**config.mk**
```make
export PLATFORM = sky130hd
export DESIGN_NAME = req_grant_initiator
export DESIGN_NICKNAME = d
export VERILOG_FILES = /design/src/rtl/req_grant_initiator.sv
export SDC_FILE = /design/constraint.sdc
export NUM_CORES = 1
export LEC_CHECK = 0
export ABC_AREA = 1
export BUFFER_PORTS_ARGS = -buffer_cell sky130_fd_sc_hd__buf_2
export CAP_MARGIN = 15
export CORE_MARGIN = 8
export CORE_UTILIZATION = 55
export CTS_CLUSTER_DIAMETER = 200
export DETAILED_ROUTE_END_ITERATION = 7
export PLACE_DENSITY = 0.76
export SYNTH_ARGS = -nofsm -noshare
export SYNTH_HDL_FRONTEND = slang
export SYNTH_SLANG_ARGS = --single-unit
```
**constraint.sdc**
```tcl
create_clock -name clk -period 5 [get_ports clk]
set_input_delay 1 -clock clk [delete_from_list [all_inputs] [get_ports clk]]
set_output_delay 1 -clock clk [all_outputs]
set_load 0.02 [all_outputs]
```
**src/rtl/req_grant_initiator.sv**
```systemverilog
// Initiator side of the IFU req/grant fetch handshake with a first-word-fall-through payload FIFO.
// Optional request timeout with sticky error flag is enabled by defining REQ_TIMEOUT_EN.
module req_grant_initiator #(
  parameter int unsigned payload_width    = 32,
  parameter int unsigned fifo_depth       = 4,
  parameter int unsigned timeout_cycles   = 64,
  parameter real         simulation_delay = 1.0
) (
  input  logic                     clk,
  input  logic                     rst_n,
  input  logic                     en,
  input  logic                     flush,
  output logic                     req,
  input  logic                     grant,
  input  logic [payload_width-1:0] payload,
  output logic [payload_width-1:0] m_data,
  output logic                     m_valid,
  input  logic                     m_ready,
  output logic                     timeout_err
);

  localparam int unsigned AW = (fifo_depth > 1) ? $clog2(fifo_depth) : 1;
  localparam int unsigned CW = AW + 1;

  // Elaboration-time parameter sanity checks
  if (fifo_depth < 2 || (fifo_depth & (fifo_depth - 1)) != 0) begin : g_bad_depth
    $error("fifo_depth must be a power of 2 and >= 2");
  end
  if (timeout_cycles < 1) begin : g_bad_timeout
    $error("timeout_cycles must be >= 1");
  end
  if (simulation_delay < 0.0) begin : g_bad_delay
    $error("simulation_delay must be non-negative");
  end

  typedef enum logic [1:0] {
    IDLE = 2'd0,
    REQ  = 2'd1
`ifdef REQ_TIMEOUT_EN
    , ERR = 2'd2
`endif
  } state_t;

  state_t                   state, state_nxt;
  logic [payload_width-1:0] mem [fifo_depth];
  logic [AW-1:0]            wr_ptr, rd_ptr;
  logic [CW-1:0]            count, cnt_nxt;
  logic                     push, pop, space, timeout_hit;

  assign req     = (state == REQ);
  assign m_valid = (count != '0);
  assign m_data  = mem[rd_ptr];
  assign push    = req & grant & ~flush;
  assign pop     = m_valid & m_ready & ~flush;
  assign cnt_nxt = count + CW'(push) - CW'(pop);
  assign space   = (cnt_nxt < CW'(fifo_depth));

`ifdef REQ_TIMEOUT_EN
  localparam int unsigned TW = $clog2(timeout_cycles + 1);

  logic [TW-1:0] wait_cnt;
  logic          err_q;

  // The last waiting cycle ends with req dropping, so req is high for exactly timeout_cycles
  assign timeout_hit = (state == REQ) & ~grant & (wait_cnt == TW'(timeout_cycles - 1));
  assign timeout_err = err_q;

  always_ff @(posedge clk) begin
    if (!rst_n) begin
      wait_cnt <= '0;
      err_q    <= 1'b0;
    end else if (flush || push) begin
      wait_cnt <= '0;
    end else if (timeout_hit) begin
      wait_cnt <= '0;
      err_q    <= 1'b1;
    end else if (state == REQ && !grant) begin
      wait_cnt <= wait_cnt + TW'(1);
    end
  end
`else
  assign timeout_hit = 1'b0;
  assign timeout_err = 1'b0;
`endif

  always_ff @(posedge clk) begin
    if (!rst_n) begin
      state <= IDLE;
    end else begin
      state <= state_nxt;
    end
  end

  // Next-state: an open request is held until grant, flush or timeout
  always_comb begin
    state_nxt = state;
    case (state)
      IDLE: begin
        if (!flush && en && space) state_nxt = REQ;
      end
      REQ: begin
        if (flush) begin
          state_nxt = IDLE;
        end else if (push) begin
          state_nxt = (en && space) ? REQ : IDLE;
        end else if (timeout_hit) begin
`ifdef REQ_TIMEOUT_EN
          state_nxt = ERR;
`else
          state_nxt = IDLE;
`endif
        end
      end
`ifdef REQ_TIMEOUT_EN
      ERR: begin
        if (flush) state_nxt = IDLE;
      end
`endif
      default: state_nxt = IDLE;
    endcase
  end

  // FIFO storage and pointers; flush empties the FIFO and drops any same-cycle push/pop
  always_ff @(posedge clk) begin
    if (!rst_n) begin
      count  <= '0;
      wr_ptr <= '0;
      rd_ptr <= '0;
      for (int i = 0; i < int'(fifo_depth); i++) mem[i] <= '0;
    end else if (flush) begin
      count  <= '0;
      wr_ptr <= '0;
      rd_ptr <= '0;
    end else begin
      if (push) begin
        mem[wr_ptr] <= payload;
        wr_ptr      <= wr_ptr + AW'(1);
      end
      if (pop) rd_ptr <= rd_ptr + AW'(1);
      count <= cnt_nxt;
    end
  end

endmodule

```
==> results of run 1 <==
tightest hold or removal path, delay by kind of cell (launching register included):
| family | cells | cell delay (ns) |
|---|---|---|
| and+or+nand+nor | 1 | 0.08 |
| AOI/OAI and AO/OA | 1 | 0.06 |
| DFF | 1 | 0.32 |
layout make-up:
type                       count  area (µm²)
tap                          140       175.2
inverter                      67       251.5
timing repair buffer          77       400.4
clock buffer                  21       429.2
sequential                   138        4045
multi-input combinational    333        1536
clock inverter                10       126.4
fill                         833        3734
cell families after synthesis:
group,after synthesis
buf+inv,100
fa+ha+maj,3
flops,138
other cells,1
compound gates,103
simple gates,225
xor+xnor,1
metal layers:
layer,vias to the layer above,part of all wire [%],track usage [%]
met5,-,0,0
met4,0,1.6,8.743
met3,21,5.9,4.522
met2,124,52,33.43
met1,2021,40,21.00
li1,2045,-,-
state kept, by name, indices dropped and copies added (netlist names), named ones only:
signal  flops
wr_ptr      2
state       1
rd_ptr      2
mem       128
count       3
power by group through the flow:
stage / Combinational [µW] / Sequential, µW / Clock, µW
final: 114 / 1310 / 1190
after floorplan: 64.4 / 1330 / 0
after global placement: 112 / 1330 / 0
after global routing: 125 / 1310 / 1240
after CTS: 116 / 1310 / 1190
after detailed placement: 115 / 1330 / 0
Yosys cell counts, drive strengths merged:
master and instances:
a21oi 5, buf 18, clkbuf 15, clkinv 1
conb 1, dfxtp 10, edfxtp 128, fa 1
ha 2, inv 66, nand2 30, nand3 5
nand3b 1, nor2 172, nor3 17, o21ai 66
o22ai 32, xor2 1
path summary, 6_finish.rpt:
path / from / endpoint
worst max register to register: state[0] / mem[0][2]
worst min register to register: state[0] / state[0]
worst min-delay path: state[0] / state[0]
worst max-delay path: flip-flop / m_data[20]
through the flow:
step	total power [µW]	area (µm²)
floorplan	1395	5968
detailed placement	1447	6409
global placement	1443	6409
global route	2675	6964
CTS	2614	6964
finish	2608	6964
==> impl_metrics.env, run 1 <==
export IMPL_core_rowCount=38
export IMPL_cp_max_fo=65
export IMPL_cp_depth=5
export IMPL_slew_headroom_pct=32.29
export IMPL_hold_viol=0
export IMPL_initial_utilization_pct=55.79
export IMPL_peakVddDrop_mv=0.2577
export IMPL_drc_errors=0
export IMPL_grt_start_max_net_pins=66
export IMPL_critPathTopFamily="buffers and inverters"
export IMPL_max_stage_delay_ns=0.80
export IMPL_path_cells="buf_4, inv_2, o21ai_0, o22ai_1, buf_2"
export IMPL_ys_ff_latch=138
export IMPL_core_um2=10700
export IMPL_max_freq_mhz=279.0
export IMPL_vias=4211
export IMPL_io_pins=73
export IMPL_grt_pass1_vias=4403
export IMPL_routed_wl_mm=13.14
export IMPL_synthMuxAreaShare_pct=0
export IMPL_gr_usage_all_layers_pct=18.82
export IMPL_final_antenna_net_count=0
export IMPL_power_leakage_uw=0.002983
export IMPL_syn_to_final_growth_pct=16.69
export IMPL_combPwrFrac_pct=4.4
export IMPL_status="complete, no violations"
export IMPL_cts_hold_buf=0
export IMPL_numCtsBuffers=17
export IMPL_setup_worst_path_end_class="output port"
export IMPL_pwr_share_seq_pct=50.2
export IMPL_post_cts_buffers=0
export IMPL_synth_compound_area_share_pct=9.308
export IMPL_seq_area_frac_synth_pct=67.76
export IMPL_fin_tns_setup_ns=0
export IMPL_holdWs_ns=0.5103
export IMPL_overflow=0
export IMPL_dp_hpwl_mm=7.717
export IMPL_ys_types=25
export IMPL_firstDrtPassIters=5
export IMPL_gp_congestion=0.7531
export IMPL_grt_pass1_wl_mm=21.24
export IMPL_synth_avg_cell_area_um2=10.45
export IMPL_maxCapViolations=0
export IMPL_period_needed_ns=3.585
export IMPL_drt_initial_drc_count=368
export IMPL_die_w_um=120.2
export IMPL_wl_per_cell_um=16.72
export IMPL_layout_commonest_cell="nor2_1"
export IMPL_r2r_slack_ns=2.61
export IMPL_clockBufferDepth=2
export IMPL_crit_slowest_cell="inv_2"
export IMPL_worstMarginPinSlew_ns=1.015
export IMPL_n_antenna_cell=0
export IMPL_rsz0062_at_grt="false"
export IMPL_setup_violations=0
export IMPL_final_cell_mix="nor2_1, edfxtp_1, buf_2, o21ai_0, inv_1"
export IMPL_swShare_pct=20.28
export IMPL_antenna_found_initial=0
export IMPL_whs_path_depth=2
export IMPL_nets=675
export IMPL_synth_top_family_by_area="simple AND/OR/NAND/NOR gates"
export IMPL_synth_nets=612
export IMPL_die_area_um2=14440
export IMPL_p_int_uw=2079
export IMPL_yosys_area_share_simple_pct=15.16
export IMPL_fin_cells=786
export IMPL_fin_crit_sh_pct=71.70
export IMPL_r2r_worst_path_cells=7
export IMPL_p_clk_share_pct=45.4
export IMPL_cts_root_buffer="clkbuf_8"
export IMPL_pre_cts_slack_ns=1.854
export IMPL_yosys_area_top_type="edfxtp_1"
export IMPL_fin_ws_ns=1.415
export IMPL_p_switching_uw=528.8
export IMPL_htree_levels=4
export IMPL_syn_inst=571
export IMPL_utilization_pct=65.10
export IMPL_drive_gt1_share_pct=17.49
export IMPL_die_h_um=120.2
export IMPL_cp_required_ns=4.00
export IMPL_synth_top_cells_by_area="edfxtp_1, nor2_1, o21ai_0, inv_1, dfxtp_1"
export IMPL_cp_arrival_ns=2.58
export IMPL_clock_skew_ns=0.004334
export IMPL_cp_start_kind="flip-flop"
export IMPL_crit_buf_inv=3
export IMPL_yosysWarnings=0
export IMPL_synth_adder_area_share_pct=0.7547
export IMPL_p_per_area_nw_per_um2=374.4
export IMPL_dp_cells=755
export IMPL_via_per_inst=5.358
export IMPL_clk_latency_ns=0.52
export IMPL_synth_top_area_share_pct=64.40
export IMPL_clk_pin_slew_worst_paths_ns=0.06
export IMPL_numPortBuffers=71
export IMPL_slew_viol_final=0
export IMPL_cts_resized=0
export IMPL_cts_sinks=138
export IMPL_synth_xor_area_share_pct=0.1468
export IMPL_hold_path_class="reg2reg"
export IMPL_synth_cell_area_um2=5968
export IMPL_cts_tree="done"
export IMPL_worstSetupPathType="reg2out"
No activity file was read; power rests on OpenSTA's default activity.
==> run 2: changes to the inputs <==
CORE_UTILIZATION = 52   (was 55)
PLACE_DENSITY = 0.75   (was 0.76)
clock period = 3.23 ns   (was 5 ns; I/O delays follow)
==> run 2 against run 1 <==
Die area up 5.0%. Critical path depth unchanged. Combinational power up 61%. Final area up 2.0%. Power up 64%. Utilization down 2.4 points. Non-clock buffer count up 6. First-iteration DRC count up 18%. Register-to-register slack worse by 1.5 ns. Routed wire length up 7.9%. Clock skew about the same. Critical path type unchanged.
==> impl_metrics.env, run 2 (synthesis results as in run 1) <==
export IMPL_clk_latency_ns=0.42
export IMPL_busiest_layer="met2"
export IMPL_crit_buf_inv=3
export IMPL_cp_max_fo=20
export IMPL_overflow=0
export IMPL_n_antenna_cell=0
export IMPL_hold_viol=0
export IMPL_grt_pass1_wl_mm=22.21
export IMPL_grtUsageMet2_pct=33.80
export IMPL_syn_to_final_growth_pct=18.99
export IMPL_grt_start_max_net_pins=65
export IMPL_hold_path_class="reg2reg"
export IMPL_layout_commonest_cell="nor2_1"
export IMPL_die_area_um2=15160
export IMPL_clk_pin_slew_worst_paths_ns=0.06
export IMPL_use_met1_pct=22.09
export IMPL_cts_hold_buf=0
export IMPL_drt_initial_drc_count=434
export IMPL_routed_wl_mm=14.17
export IMPL_numCtsBuffers=17
export IMPL_cts_resized=0
export IMPL_cp_required_ns=2.58
export IMPL_gp_congestion=0.7637
export IMPL_fin_crit_sh_pct=83.17
export IMPL_final_cell_mix="nor2_1, edfxtp_1, buf_2, o21ai_0, inv_1"
export IMPL_drive_gt1_share_pct=18.99
export IMPL_multi_input_area_um2=1536
export IMPL_die_w_um=123.1
export IMPL_cp_start_kind="flip-flop"
export IMPL_power_leakage_uw=0.003059
export IMPL_top_regs="mem: 128 flops, count: 3 flops"
export IMPL_die_h_um=123.1
export IMPL_setup_worst_path_end_class="output port"
export IMPL_initial_utilization_pct=52.72
export IMPL_total_power_uw=4284
export IMPL_crit_slowest_cell="inv_1"
export IMPL_max_stage_delay_ns=0.36
export IMPL_dp_hpwl_mm=8.497
export IMPL_seq_area_um2=4045
export IMPL_slew_headroom_pct=38.22
export IMPL_antenna_found_initial=0
export IMPL_fin_tns_setup_ns=0
export IMPL_p_per_area_nw_per_um2=603.2
export IMPL_cts_tree="done"
export IMPL_maxCapViolations=0
export IMPL_critPathTopFamily="buffers and inverters"
export IMPL_fillCellCount=895
export IMPL_worstMarginPinSlew_ns=0.9235
export IMPL_r2r_slack_ns=1.14
export IMPL_core_um2=11320
export IMPL_clockBufferDepth=2
export IMPL_final_antenna_net_count=0
export IMPL_nets=681
export IMPL_setup_violations=0
export IMPL_grt_pass1_vias=4579
export IMPL_numPortBuffers=71
export IMPL_peakVddDrop_mv=0.3927
export IMPL_cp_arrival_ns=2.04
export IMPL_rsz0062_at_grt="false"
export IMPL_worstSetupPathType="reg2out"
export IMPL_io_pins=73
export IMPL_largest_register_ff_count=128
export IMPL_wl_per_cell_um=17.80
export IMPL_period_needed_ns=2.686
export IMPL_cts_root_buffer="clkbuf_16"
export IMPL_max_freq_mhz=372.3
export IMPL_drc_errors=0
export IMPL_cts_sinks=138
export IMPL_firstDrtPassIters=5
export IMPL_via_per_inst=5.460
export IMPL_use_met3_pct=4.932
export IMPL_regMostFlops="mem"
export IMPL_core_rowCount=39
export IMPL_post_cts_buffers=0
export IMPL_path_cells="inv_1, buf_4, o21ai_0, o22ai_1, buf_2"
export IMPL_slew_viol_final=0
export IMPL_status="complete, no violations"
export IMPL_htree_levels=4
export IMPL_gr_usage_all_layers_pct=19.23
export IMPL_clock_skew_ns=0.003880
export IMPL_vias=4346
==> run 2: cell count changes in the layout (fill, tap and decap cells not counted) <==
cell / previous run / this run
clkbuf_16: 16 / 17
clkbuf_8: 1 / 0
clkbuf_1: 4 / 1
clkinv_1: 3 / 2
bufinv_16: 3 / 5
buf_12: 0 / 1
clkinvlp_4: 2 / 1
clkinv_4: 0 / 2
clkinv_2: 2 / 4
buf_4: 6 / 11
==> run 2: metal layers <==
metal | share of wire [%] | routed length (µm)
met5 | 0 | 0
met4 | 1.5 | 218
met3 | 8.1 | 1154
met2 | 53 | 7463
met1 | 38 | 5336
==> run 2: layout make-up <==
class | instances | area share (%)
Clock buffer | 18 | 6.043
Clock inverter | 14 | 2.854
Inverter | 67 | 3.541
Multi-Input combinational cell | 333 | 21.63
Sequential cell | 138 | 56.96
Tap cell | 143 | 2.519
Timing Repair Buffer | 83 | 6.448
==> run 2: final timing paths <==
kind / endpoint / startpoint / cells past startpoint
max: m_data[1] / flip-flop / 5
min: state[0] / state[0] / 2
min reg2reg: state[0] / state[0] / 2
max reg2reg: state[0] / state[0] / 12
==> run 2: stage by stage <==
| stage | instances | setup slack (ns) | hold WS [ns] | util, % | area (µm²) |
|---|---|---|---|---|---|
| after global routing | 796 | 0.4691 | 0.5431 | 62.73 | 7102 |
| after global placement | 764 | 0.8325 | 0.4907 | 57.15 | 6470 |
| after detailed placement | 764 | 0.7905 | 0.5139 | 57.15 | 6470 |
| after floorplan | 571 | 0.4062 | 0.4676 | - | 5968 |
| final | 796 | 0.5437 | 0.5191 | 62.73 | 7102 |
| after CTS | 796 | 0.5720 | 0.5177 | 62.73 | 7102 |
==> run 2: where the power goes <==
part / leakage (µW) / internal [µW] / switching (µW)
clock network: 0.000309 / 1360 / 717
logic: 0.00134 / 52.5 / 130
registers: 0.00141 / 2010 / 16.2
==> run 2: worst min-delay path, stage by stage, from the launching register on <==
cell	delay, ns
dfxtp_1	0.33
nand3b_1	0.09
a21oi_1	0.06
==> run 3: changes to the inputs <==
CORE_UTILIZATION = 55   (was 52)
PLACE_DENSITY = 0.76   (was 0.75)
clock period = 2.5 ns   (was 3.23 ns; I/O delays follow)
==> run 3 against run 2 <==
Critical endpoint is now m_data[11]. Via count is 0.53% lower. Die area is 4.8% lower. Critical path depth stayed put. Combinational power grew 32%. Clock skew rose by 0.0031 ns. Hold slack got worse by 0.24 ns. Register-to-register slack lost 0.77 ns. Utilization is 3.9 points higher. Sequential cell count unchanged. Clock-buffer cell count rose by 2.
==> impl_metrics.env, run 3 (synthesis results as in run 1) <==
export IMPL_r2r_worst_path_cells=13
export IMPL_die_area_um2=14440
export IMPL_final_antenna_net_count=0
export IMPL_min_from="payload[25]"
export IMPL_gp_congestion=0.7442
export IMPL_layout_commonest_cell="nor2_1"
export IMPL_stdcell_area_um2=7126
export IMPL_fin_crit_sh_pct=96.04
export IMPL_cts_hold_buf=0
export IMPL_setup_violations=0
export IMPL_n_antenna_cell=0
export IMPL_max_freq_mhz=416.5
export IMPL_drive_gt1_share_pct=18.90
export IMPL_period_needed_ns=2.401
export IMPL_antenna_found_initial=0
export IMPL_dp_hpwl_mm=8.255
export IMPL_overflow=0
export IMPL_utilization_pct=66.61
export IMPL_drc_errors=0
export IMPL_r2r_slack_ns=0.37
export IMPL_fillCellCount=801
export IMPL_clockBufferDepth=2
export IMPL_hold_path_class="in2reg"
export IMPL_die_h_um=120.2
export IMPL_core_rowCount=38
export IMPL_vias=4323
export IMPL_clk_latency_ns=0.52
export IMPL_routed_wl_mm=13.68
export IMPL_firstDrtPassIters=7
export IMPL_gr_usage_all_layers_pct=19.22
export IMPL_power_leakage_uw=0.003076
export IMPL_cp_arrival_ns=1.90
export IMPL_grt_start_max_net_pins=51
export IMPL_initial_utilization_pct=55.79
export IMPL_peakVddDrop_mv=0.5033
export IMPL_maxCapViolations=0
export IMPL_cts_resized=0
export IMPL_final_cell_mix="nor2_1, edfxtp_1, buf_2, o21ai_0, inv_1"
export IMPL_hold_viol=0
export IMPL_wl_per_cell_um=17.19
export IMPL_numCtsBuffers=17
export IMPL_setup_worst_path_end_class="output port"
export IMPL_cp_start_kind="flip-flop"
export IMPL_core_um2=10700
export IMPL_whs_path_depth=3
export IMPL_cts_tree="done"
export IMPL_top_regs="mem: 128 flops, count: 3 flops"
export IMPL_cp_max_fo=25
export IMPL_clk_pin_slew_worst_paths_ns=0.06
export IMPL_die_w_um=120.2
export IMPL_io_pins=73
export IMPL_min_to="mem[3][25]"
export IMPL_r2r_start="count[1]"
export IMPL_clock_skew_ns=0.007014
export IMPL_p_per_area_nw_per_um2=732.5
export IMPL_fin_tns_setup_ns=0
export IMPL_timing_rr_end="state[0]"
export IMPL_placed_area_um2=6539
export IMPL_fin_cells=796
export IMPL_post_cts_buffers=0
export IMPL_dp_cells=764
export IMPL_worstSetupPathType="reg2out"
export IMPL_numPortBuffers=71
export IMPL_regMostFlops="mem"
export IMPL_cts_root_buffer="clkbuf_8"
export IMPL_syn_to_final_growth_pct=19.39
export IMPL_largest_register_ff_count=128
export IMPL_htree_levels=4
export IMPL_cp_required_ns=2.00
export IMPL_via_per_inst=5.431
export IMPL_seq_area_um2=4045
export IMPL_drt_initial_drc_count=386
export IMPL_status="complete, no violations"
export IMPL_grt_pass1_wl_mm=21.69
export IMPL_slew_viol_final=0
export IMPL_grt_pass1_vias=4415
export IMPL_multi_input_area_um2=1536
export IMPL_cts_sinks=138
export IMPL_nets=685
## run 3: cell count changes in the layout (fill, tap and decap cells not counted), sizes merged
cell and change:
bufinv -2, clkbuf +3, buf +3, clkinv -1
## run 3: final cells by class
| class | count | share of cell area (%) |
|---|---|---|
| clock inverters | 11 | 1.809 |
| clock buffers | 20 | 5.970 |
| multi-input cells | 333 | 21.56 |
| flip-flops and latches | 138 | 56.77 |
| repair buffers | 87 | 7.902 |
| well taps | 140 | 2.458 |
| inverters | 67 | 3.529 |
## run 3: worst max path at each step
stage	startpoint	endpoint	depth (start not counted)
finish	flip-flop	m_data[11]	5
global route	flip-flop	m_data[11]	5
CTS	flip-flop	m_data[11]	5
detailed placement	flush	state[0]	12
global placement	flush	state[0]	13
floorplan	grant	mem[0][0]	7
## run 3: metrics by stage
| stage | setup slack [ns] | power (µW) | hold slack [ns] |
|---|---|---|---|
| floorplan | 0.1914 | 2789 | 0.4676 |
| global placement | 0.2579 | 2896 | 0.4873 |
| detailed placement | 0.1412 | 2906 | 0.4950 |
| CTS | 0.05191 | 5234 | 0.2626 |
| global route | -0.003642 | 5348 | 0.2871 |
| finish | 0.09903 | 5219 | 0.2804 |
## run 3: worst max-delay path, stage by stage, from the launching register on
cell	delay [ns]
dfxtp_2	0.34
inv_2	0.26
buf_12	0.22
o21ai_0	0.09
o22ai_1	0.25
buf_2	0.22
## run 3: layer usage
layer | GRT usage, % | vias up | part of all wire, %
li1 | - | 2068 | -
met1 | 22.40 | 2084 | 38
met2 | 33.64 | 154 | 53
met3 | 4.942 | 17 | 7.8
met4 | 7.026 | 0 | 1.3
met5 | 0 | - | 0
## run 3: report_power, final
group	internal, µW	total [µW]	switching, µW	leakage [µW]
clock network	1490	2360	869	0.000271
logic	73.6	241	167	0.00140
registers	2600	2620	21.1	0.00141
total	4160	5220	1060	0.00308
